<file path="src/rtl/id_mult1_latch.sv">
// Decode/issue to mult1 pipeline latch with a valid/ready handshake and a
// one-entry skid buffer; decodes M-extension funct3 into operand-sign flags.
module id_mult1_latch #(
  parameter int XLEN = 32
) (
  input  logic            clk_i,
  input  logic            rst_i,
  input  logic            kill_i,
  input  logic            id_valid_i,
  output logic            id_ready_o,
  input  logic [XLEN-1:0] id_rs1_data_i,
  input  logic [XLEN-1:0] id_rs2_data_i,
  input  logic [4:0]      id_write_addr_i,
  input  logic            id_int_write_enable_i,
  input  logic [XLEN-1:0] id_instruction_i,
  input  logic [XLEN-1:0] id_pc_i,
  input  logic            mult1_ready_i,
  output logic            mult1_valid_o,
  output logic [XLEN-1:0] mult1_rs1_data_o,
  output logic [XLEN-1:0] mult1_rs2_data_o,
  output logic            mult1_signed_a_o,
  output logic            mult1_signed_b_o,
  output logic            mult1_high_o,
  output logic            mult1_illegal_o,
  output logic [4:0]      mult1_write_addr_o,
  output logic            mult1_int_write_enable_o,
  output logic [XLEN-1:0] mult1_instruction_o,
  output logic [XLEN-1:0] mult1_pc_o
);

  typedef enum logic [1:0] {EMPTY, ONE, TWO} state_t;

  typedef struct packed {
    logic [XLEN-1:0] rs1;
    logic [XLEN-1:0] rs2;
    logic [XLEN-1:0] instr;
    logic [XLEN-1:0] pc;
    logic [4:0]      waddr;
    logic            wen;
    logic            signed_a;
    logic            signed_b;
    logic            high;
    logic            illegal;
  } entry_t;

  state_t state_q, state_d;
  entry_t main_q, main_d;
  entry_t skid_q, skid_d;
  logic   ready_q, ready_d;
  logic   in_fire, out_fire;
  entry_t in_entry;

  // Sign/high flags and the qualified write enable are resolved at capture so
  // mult1 sees plain control bits.
  function automatic entry_t capture(
    input logic [XLEN-1:0] rs1,
    input logic [XLEN-1:0] rs2,
    input logic [4:0]      waddr,
    input logic            wen,
    input logic [XLEN-1:0] instr,
    input logic [XLEN-1:0] pc
  );
    entry_t     e;
    logic [2:0] f3;
    f3         = instr[14:12];
    e.rs1      = rs1;
    e.rs2      = rs2;
    e.instr    = instr;
    e.pc       = pc;
    e.waddr    = waddr;
    e.illegal  = f3[2];
    e.signed_a = 1'b0;
    e.signed_b = 1'b0;
    e.high     = 1'b0;
    case (f3)
      3'b000:  begin e.signed_a = 1'b1; e.signed_b = 1'b1; end
      3'b001:  begin e.signed_a = 1'b1; e.signed_b = 1'b1; e.high = 1'b1; end
      3'b010:  begin e.signed_a = 1'b1; e.high = 1'b1; end
      3'b011:  e.high = 1'b1;
      default: ;
    endcase
    e.wen = wen & (waddr != 5'd0) & ~e.illegal;
    return e;
  endfunction

  assign in_entry = capture(id_rs1_data_i, id_rs2_data_i, id_write_addr_i,
                            id_int_write_enable_i, id_instruction_i, id_pc_i);

  assign mult1_valid_o = (state_q != EMPTY);
  assign in_fire       = id_valid_i & ready_q;
  assign out_fire      = mult1_valid_o & mult1_ready_i;

  always_comb begin
    state_d = state_q;
    main_d  = main_q;
    skid_d  = skid_q;
    if (kill_i) begin
      state_d = EMPTY;
      main_d  = '0;
      skid_d  = '0;
    end else begin
      case (state_q)
        EMPTY: begin
          if (in_fire) begin
            state_d = ONE;
            main_d  = in_entry;
          end
        end
        ONE: begin
          if (in_fire && out_fire) begin
            main_d = in_entry;
          end else if (in_fire) begin
            state_d = TWO;
            skid_d  = in_entry;
          end else if (out_fire) begin
            state_d = EMPTY;
            main_d  = '0;
          end
        end
        TWO: begin
          if (out_fire) begin
            state_d = ONE;
            main_d  = skid_q;
            skid_d  = '0;
          end
        end
        default: begin
          state_d = EMPTY;
          main_d  = '0;
          skid_d  = '0;
        end
      endcase
    end
    ready_d = (state_d != TWO);
  end

  always_ff @(posedge clk_i or posedge rst_i) begin
    if (rst_i) begin
      state_q <= EMPTY;
      main_q  <= '0;
      skid_q  <= '0;
      ready_q <= 1'b1;
    end else begin
      state_q <= state_d;
      main_q  <= main_d;
      skid_q  <= skid_d;
      ready_q <= ready_d;
    end
  end

  // MAIN is cleared whenever the latch empties, so bubbles present zeros.
  assign id_ready_o               = ready_q;
  assign mult1_rs1_data_o         = main_q.rs1;
  assign mult1_rs2_data_o         = main_q.rs2;
  assign mult1_signed_a_o         = main_q.signed_a;
  assign mult1_signed_b_o         = main_q.signed_b;
  assign mult1_high_o             = main_q.high;
  assign mult1_illegal_o          = main_q.illegal;
  assign mult1_write_addr_o       = main_q.waddr;
  assign mult1_int_write_enable_o = main_q.wen;
  assign mult1_instruction_o      = main_q.instr;
  assign mult1_pc_o               = main_q.pc;

endmodule

</file>
<file path="config.mk">
export PLATFORM = sky130hd
export DESIGN_NAME = id_mult1_latch
export DESIGN_NICKNAME = d
export VERILOG_FILES = /design/src/rtl/id_mult1_latch.sv
export SDC_FILE = /design/constraint.sdc
export NUM_CORES = 1
export LEC_CHECK = 0
export CAP_MARGIN = 15
export CORE_MARGIN = 3
export CORE_UTILIZATION = 57
export CTS_BUF_LIST = sky130_fd_sc_hd__clkbuf_4
export DETAILED_ROUTE_END_ITERATION = 8
export PLACE_DENSITY = 0.89
export SYNTH_ARGS = -nofsm -noshare
export SYNTH_HDL_FRONTEND = slang
export SYNTH_SLANG_ARGS = --single-unit
</file>
<file path="constraint.sdc">
create_clock -name clk_i -period 27.9 [get_ports clk_i]
set_input_delay 8.37 -clock clk_i [delete_from_list [all_inputs] [get_ports clk_i]]
set_output_delay 8.37 -clock clk_i [all_outputs]
set_load 0.01 [all_outputs]
</file>
; After elaboration in Yosys (flattened, before gate mapping)
; Cells that the tools add are included.
[op_classes]
addsub = 0
mul = 0
div_mod_pow = 0
n_lt_le_gt_ge = 0
eq_ne = 13
shifts = 0
n_mux = 20
n_bitwise = 5
reduce_logical = 10
[ops]
columns = op, count
row1 = 138-bit two-way mux, 8
row2 = 138-bit one-hot mux with 3 select lines, 2
row3 = 2-bit two-way mux, 6
row4 = 3-bit != test (second input constant), 4
row5 = 4-bit != test (second input constant), 2
row6 = 4-bit AND reduction, 2
row7 = 3-bit by 2-bit == test with 1-bit output (second input constant), 2
row8 = 2-bit one-hot mux with 3 select lines, 1
row9 = 3-bit OR reduction, 2
row10 = 5-bit nonzero test, 1
row11 = 1-bit AND, 4
row12 = 2-bit != test (second input constant), 2
row13 = 3-bit by 1-bit == test with 1-bit output (second input constant), 1
row14 = 3-bit logical NOT, 1
row15 = 1-bit two-way mux, 3
row16 = 2-bit by 1-bit == test with 1-bit output (second input constant), 1
row17 = 2-bit == test (second input constant), 1
row18 = 2-bit logical NOT, 1
row19 = 2-bit nonzero test, 1
row20 = 2-bit OR reduction, 1
row21 = 1-bit logical AND, 1
row22 = 1-bit inverter, 1
[word_totals]
register_bits = 279
latch_bits = 0
mem_bits_rw = 0
romBits = 0
in_bits = 139
output_inout_bits = 140
elab_cells = 70
n_memories = 0

; Longest topological paths before layout
; Gate-level depths: netlist of run 1.
[depth]
depth_word = 8
depth_mapped = 8
ltp_nobuf = 4

; Worst setup path before layout of run 1
; Ideal clock, no wire load.
[synth_path]
path_type = reg-to-output
start = register state_q[0]
end = output port mult1_valid_o
t_arrival_ns = 1.242
t_required_ns = 19.530
setup_slack_ns = 18.288
path_stages_with_launch = 5
path_buffers = 3
cell_sequence = dfrtp_1 -> clkbuf_1 -> buf_2 -> buf_2 -> or2_2
[synth_via]
elab_chain_len = 1
[synth_lines]
columns = item, line
row1 = start: declaration, 46  ; state_t state_q, state_d;
row2 = start signal: assignment, 144  ; state_q <= state_d;
row3 = 2-bit nonzero test, 89  ; assign mult1_valid_o = (state_q != EMPTY);
row4 = end: declaration, 18  ; output logic mult1_valid_o,
; Every way passes these cells.

; Final worst setup path of run 1
[layout_path]
start = register state_q[1]
end = output port mult1_valid_o
; Same word-level chain as after synthesis.

==> results of run 1 <==
-- report_power, final --
part	leakage (nW)	internal, mW	switching (mW)
logic	2.89	0.0781	0.0880
registers	3.77	0.427	0.0182
clock network	0.575	0.208	0.166
-- cells in the final DEF (no fill, tap or decap), types with 2 or more instances in the layout --
master,count
clkinv_1,11
diode_2,4
buf_16,2
a22oi_1,40
a21oi_1,100
mux2_2,2
dfrtp_4,2
nor2_4,2
nand2_1,207
clkdlybuf4s50_1,278
or2_2,3
buf_4,10
clkbuf_4,111
dfrtp_1,274
o21ai_1,130
nor3_1,3
mux2i_1,165
nand2b_1,5
a21oi_4,2
nor2_1,101
bufinv_16,3
buf_12,2
inv_1,70
a22o_1,67
o21ai_0,9
-- sequential cells by signal, indices dropped and copies added, names as in the netlist, 2 cells and up --
name	flops
skid_q	137
mult1_instruction_o	32
mult1_pc_o	32
mult1_rs1_data_o	32
mult1_rs2_data_o	32
mult1_write_addr_o	5
state_q	2
-- per-layer routing --
metal / track usage, % / up-vias / share of wire (%)
met5: 0 / - / 0
met4: 14.71 / 0 / 4.1
met3: 6.898 / 101 / 7.6
met2: 46.58 / 500 / 48
met1: 38.44 / 5469 / 40
li1: - / 4994 / -
-- area by class of cell --
type	instances	share of cell area, %
Sequential cell	277	41.71
Multi-Input combinational cell	847	30.92
Timing Repair Buffer	292	17.74
Clock buffer	111	5.008
Tap cell	280	2.105
Inverter	71	1.647
Clock inverter	15	0.8120
Antenna cell	4	0.06015
-- worst register-to-register path, cell delays in order, from the launching register on --
cell	delay (ps)
dfrtp_4	760
buf_4	740
nand2b_1	380
nor2_4	970
buf_4	680
a21oi_1	170
o21ai_0	210
-- path summary, 6_finish.rpt --
check / start / endpoint
setup / recovery: state_q[1] / mult1_valid_o
hold / removal: mult1_rs2_data_o[10] / mult1_rs2_data_o[10]
setup reg to reg: state_q[0] / mult1_rs1_data_o[8]
hold reg to reg: mult1_rs2_data_o[10] / mult1_rs2_data_o[10]
max in group asynchronous: rst_i / skid_q[114]
min in group asynchronous: rst_i / skid_q[85]
-- logic make-up (layout without fill, tap and decap cells) --
| kind of cell | count (synthesis) | count (layout) | synth area share [%] |
|---|---|---|---|
| other | 0 | 4 | 0 |
| buffers and inverters | 174 | 489 | 5.568 |
| AOI/OAI and AO/OA | 352 | 352 | 16.72 |
| muxes | 167 | 167 | 13.16 |
| and+or+nand+nor | 327 | 327 | 9.966 |
| DFF | 277 | 277 | 54.51 |
| xor gates and xnor gates | 1 | 1 | 0.06888 |
-- per-stage QoR --
step	cell area, um^2	setup slack, ps
floorplan	12720	11890
global placement	15590	16750
detailed placement	15590	16660
CTS	16560	17070
global route	16640	17010
finish	16640	17110
==> flow_metrics.py, run 1 <==
metrics = {
    "detailed_routing": {
        "vias_per_cell": 5.832,
        "route.detailed.drc": 0,
        "first_pass_iters": 5,
        "wl_um": 36220,
        "drtIter0Drc": 849,
        "routedWlPerCell_um": 19.09,
        "ant_nets": 0,
        "num_vias": 11060,
    },
    "grt": {
        "antenna_found_initial": 4,
        "grt_start_max_net_pins": 138,
        "grt_pass1_vias": 11250,
        "overflow": 0,
        "grt_pass1_wl_um": 57700,
        "track_usage_pct": 29.48,
    },
    "clocking": {
        "cts_buffers": 75,
        "root_buffer": "clkbuf_4",
        "cts.clk_slew.worst_paths_ps": 60,
        "cts_setup_buffers": 0,
        "cts.path.max_buffers": 3,
        "postCtsHoldBufs": 0,
        "htree_levels": 3,
        "cts.sinks": 277,
        "cts_tree": "done",
        "clk_latency_ps": 660,
        "cts_resized": 0,
    },
    "floorplanning": {
        "core_um2": 21890,
        "dieArea_um2": 24140,
        "die-height_um": 155.4,
        "die_w_um": 155.4,
        "initial_core_util_pct": 58.10,
        "num_rows": 54,
        "num_io_pins": 279,
    },
    "critical_path": {
        "cp_slowest_cell": "dfrtp_4",
        "crit_chain": "or2_2 -> clkdlybuf4s50_1",
        "critPathKind": "flop to output pin",
        "reg2reg_depth": 6,
        "end_kind": "output pin",
        "worstSetupStartpointType": "flop",
        "worst-path-stages": 2,
        "critical_path_required_ps": 19530,
        "worstPathBufferInverterCount": 1,
        "slowest_delay_ps": 1000,
        "rrSetupSlack_ps": 23890,
        "cpLargestDelayFamily": "flip-flops",
        "cp_max_fo": 52,
        "cp.arrival_ps": 2420,
    },
    "timing": {
        "rsz0062_at_grt": "false",
        "hold_ws_ps": 481.5,
        "setup_violations": 0,
        "worst_pin_slew_ps": 1175,
        "final-hold-violation-count": 0,
        "setup_tns_ps": 0,
        "finalCritPeriodShare_pct": 38.69,
        "fin_worst_skew_ps": 28.66,
        "slew_violations": 0,
        "max-slew-margin-rel_pct": 21.46,
        "fin_crit_ps": 10790,
        "max_freq_mhz": 92.64,
    },
    "synth": {
        "synthFlopType": "dfrtp_1",
        "netlist.area_leader.share_pct": 54.30,
        "yosys_register_bits": 277,
        "synth_nets": 1437,
        "synthCells": 1298,
        "synth.largest_area_cell": "dfrtp_1",
        "synth_cell_type_count": 30,
        "synth_common_cells": "276 x dfrtp_1, 207 x nand2_1, 165 x mux2i_1",
        "synth_edf_count": 0,
        "synth_warnings": 0,
        "async_reset_ff_share_pct": 100.0,
        "synth_area_um2": 12720,
        "synth.most_common_cell": "dfrtp_1",
        "synth_area_leaders": "dfrtp_1 54%, mux2i_1 13%, nand2_1 6.1%",
        "syn_avg_cell_area_um2": 9.798,
        "synth_seq_area_share_pct": 54.51,
    },
    "min_path": {
        "holdPathStages": 2,
        "min_path_type": "flop to flop",
    },
    "finish": {
        "final_layout_size_suffix_gt1_share_pct": 9.051,
        "multiInputGateArea_um2": 5145,
        "post-route-util_pct": 76.02,
        "regArea_um2": 6940,
        "stdcell_count": 1897,
        "synthToLayoutAreaGrowth_pct": 30.84,
        "num-fill-cells": 1490,
        "fin_nets": 1703,
    },
    "power": {
        "leakage_nw": 7.234,
        "ir_drop_uv": 35.82,
        "power_mw": 0.9856,
        "p_per_area_nw_per_um2": 59.23,
    },
    "placement": {
        "placed_cells": 1764,
        "place.port_buffers": 278,
        "place_hpwl_um": 21510,
        "place.gp.congestion": 0.7895,
    },
    "job": {
        "max_cap_viol_count": 0,
    },
    "run_status": {
        "status": "finished, final reports clean",
    },
}
No activity file was read; power rests on OpenSTA's default activity.
==> run 2, diff against run 1 <==
CORE_UTILIZATION = 48   (was 57)
PLACE_DENSITY = 0.79   (was 0.89)
clock period = 9.3 ns   (was 27.9 ns; I/O delays follow)
==> flow_metrics.py, run 2 (same netlist as run 1, synthesis figures left out) <==
metrics = {
    "grt": {
        "grt_start_max_net_pins": 149,
        "grt_pass1_wl_um": 57660,
        "antenna_found_initial": 2,
        "track_usage_pct": 24.81,
        "grt_pass1_vias": 11040,
        "overflow": 0,
    },
    "detailed_routing": {
        "num_vias": 10700,
        "route.detailed.drc": 0,
        "ant_nets": 0,
        "drtIter0Drc": 919,
        "routedWlPerCell_um": 18.36,
        "first_pass_iters": 5,
        "vias_per_cell": 5.502,
        "wl_um": 35700,
    },
    "timing": {
        "final-hold-violation-count": 0,
        "fin_crit_ps": 5345,
        "setup_tns_ps": 0,
        "setup_violations": 0,
        "fin_worst_skew_ps": 38.96,
        "max-slew-margin-rel_pct": 34.47,
        "max_freq_mhz": 187.1,
        "finalCritPeriodShare_pct": 57.48,
        "hold_ws_ps": 477.5,
        "rsz0062_at_grt": "false",
        "worst_pin_slew_ps": 982.9,
        "slew_violations": 0,
    },
    "floorplanning": {
        "dieArea_um2": 28490,
        "die-height_um": 168.8,
        "num_rows": 58,
        "core_um2": 25620,
        "num_io_pins": 279,
        "initial_core_util_pct": 49.65,
        "die_w_um": 168.8,
    },
    "clocking": {
        "cts_resized": 0,
        "cts.clk_slew.worst_paths_ps": 70,
        "htree_levels": 3,
        "cts_tree": "done",
        "postCtsHoldBufs": 0,
        "cts.sinks": 277,
        "cts.path.max_buffers": 3,
        "clk_latency_ps": 650,
        "cts_setup_buffers": 0,
        "cts_buffers": 75,
        "root_buffer": "clkbuf_4",
    },
    "power": {
        "seq_power_share_pct": 46.5,
        "intPower_mw": 2.057,
        "switching_share_pct": 28.20,
        "power_mw": 2.864,
        "clockPowerShare_pct": 36.2,
        "p_sw_mw": 0.8078,
        "p_comb_share_pct": 17.3,
        "ir_drop_uv": 91.17,
        "leakage_nw": 7.187,
        "p_per_area_nw_per_um2": 172.6,
    },
    "critical_path": {
        "cp.arrival_ps": 2560,
        "cp_max_fo": 56,
        "critical_path_required_ps": 6510,
        "crit_chain": "or2_2 -> clkdlybuf4s50_1",
        "critPathKind": "flop to output pin",
        "worstSetupStartpointType": "flop",
        "end_kind": "output pin",
        "cp_slowest_cell": "dfrtp_4",
        "slowest_delay_ps": 1080,
    },
    "finish": {
        "largest_reg_flops": 137,
        "synthToLayoutAreaGrowth_pct": 30.50,
        "final_common_cell": "clkdlybuf4s50_1",
        "fin_nets": 1706,
        "post-route-util_pct": 64.79,
        "stdcell_count": 1944,
        "layout_common_cells": "278 x clkdlybuf4s50_1, 274 x dfrtp_1, 207 x nand2_1",
        "final_layout_size_suffix_gt1_share_pct": 8.871,
        "largest-register": "skid_q",
    },
    "placement": {
        "place_hpwl_um": 21440,
        "placed_cells": 1819,
        "place.port_buffers": 278,
        "place.gp.congestion": 0.7868,
    },
    "run_status": {
        "status": "finished, final reports clean",
    },
    "job": {
        "max_cap_viol_count": 0,
    },
    "min_path": {
        "min_path_type": "flop to flop",
    },
}
-- run 2: changes by cell type in the layout (fill, tap and decap cells not counted), sizes merged --
| cell | delta |
|---|---|
| clkbuf | -6 |
| clkinv | +4 |
| buf | +3 |
| bufinv | -2 |
| diode | -2 |
| clkinvlp | +1 |
| inv | -1 |
-- run 2: cell type report --
class | instances | area, um^2
multi-input cells | 847 | 5145
well taps | 330 | 412.9
clock inverters | 17 | 92.59
inverters | 71 | 270.3
diodes | 2 | 5.005
clock buffers | 105 | 788.3
fillers | 2094 | 9020
repair buffers | 295 | 2943
flip-flops and latches | 277 | 6940
-- run 2: final timing paths --
check | startpoint | to | slack, ps | depth (start not counted)
worst min-delay path | mult1_instruction_o[21] | mult1_instruction_o[21] | 480 | 2
min in group asynchronous | rst_i | mult1_rs2_data_o[21] | 2710 | 3
worst max register to register | state_q[0] | mult1_rs1_data_o[6] | 5520 | 6
worst min register to register | mult1_instruction_o[21] | mult1_instruction_o[21] | 480 | 2
worst max-delay path | state_q[1] | mult1_valid_o | 3950 | 2
max in group asynchronous | rst_i | mult1_instruction_o[21] | 5110 | 4
-- run 2: metrics by stage --
stage,setup WS (ps),area [um^2]
2_1_floorplan,2845,12720
3_3_place_gp,3648,15680
3_5_place_dp,3523,15680
4_1_cts,3861,16560
5_1_grt,3797,16600
6_report,3955,16600
-- run 2: routing by layer --
layer | vias to the layer above | global-route usage (%) | routed length (um)
met2 | 362 | 39.87 | 16990
met5 | - | 0 | 0
met1 | 5277 | 32.43 | 15180
met4 | 0 | 8.182 | 777
met3 | 55 | 7.473 | 2748
li1 | 5001 | - | -
-- run 2: worst max-delay path, delay by kind of cell (launching register included) --
family / cells / cell delay [ps]
AND/OR/NAND/NOR: 1 / 230
buffers and inverters: 1 / 590
flip-flops: 1 / 1080
-- run 2: power by group through the flow --
stage / sequential [mW] / combinational [mW] / clock, mW
final: 1.33 / 0.494 / 1.04
after global routing: 1.34 / 0.539 / 1.13
after CTS: 1.33 / 0.498 / 1.07
after detailed placement: 1.35 / 0.496 / 0
after global placement: 1.35 / 0.487 / 0
after floorplan: 1.36 / 0.226 / 0
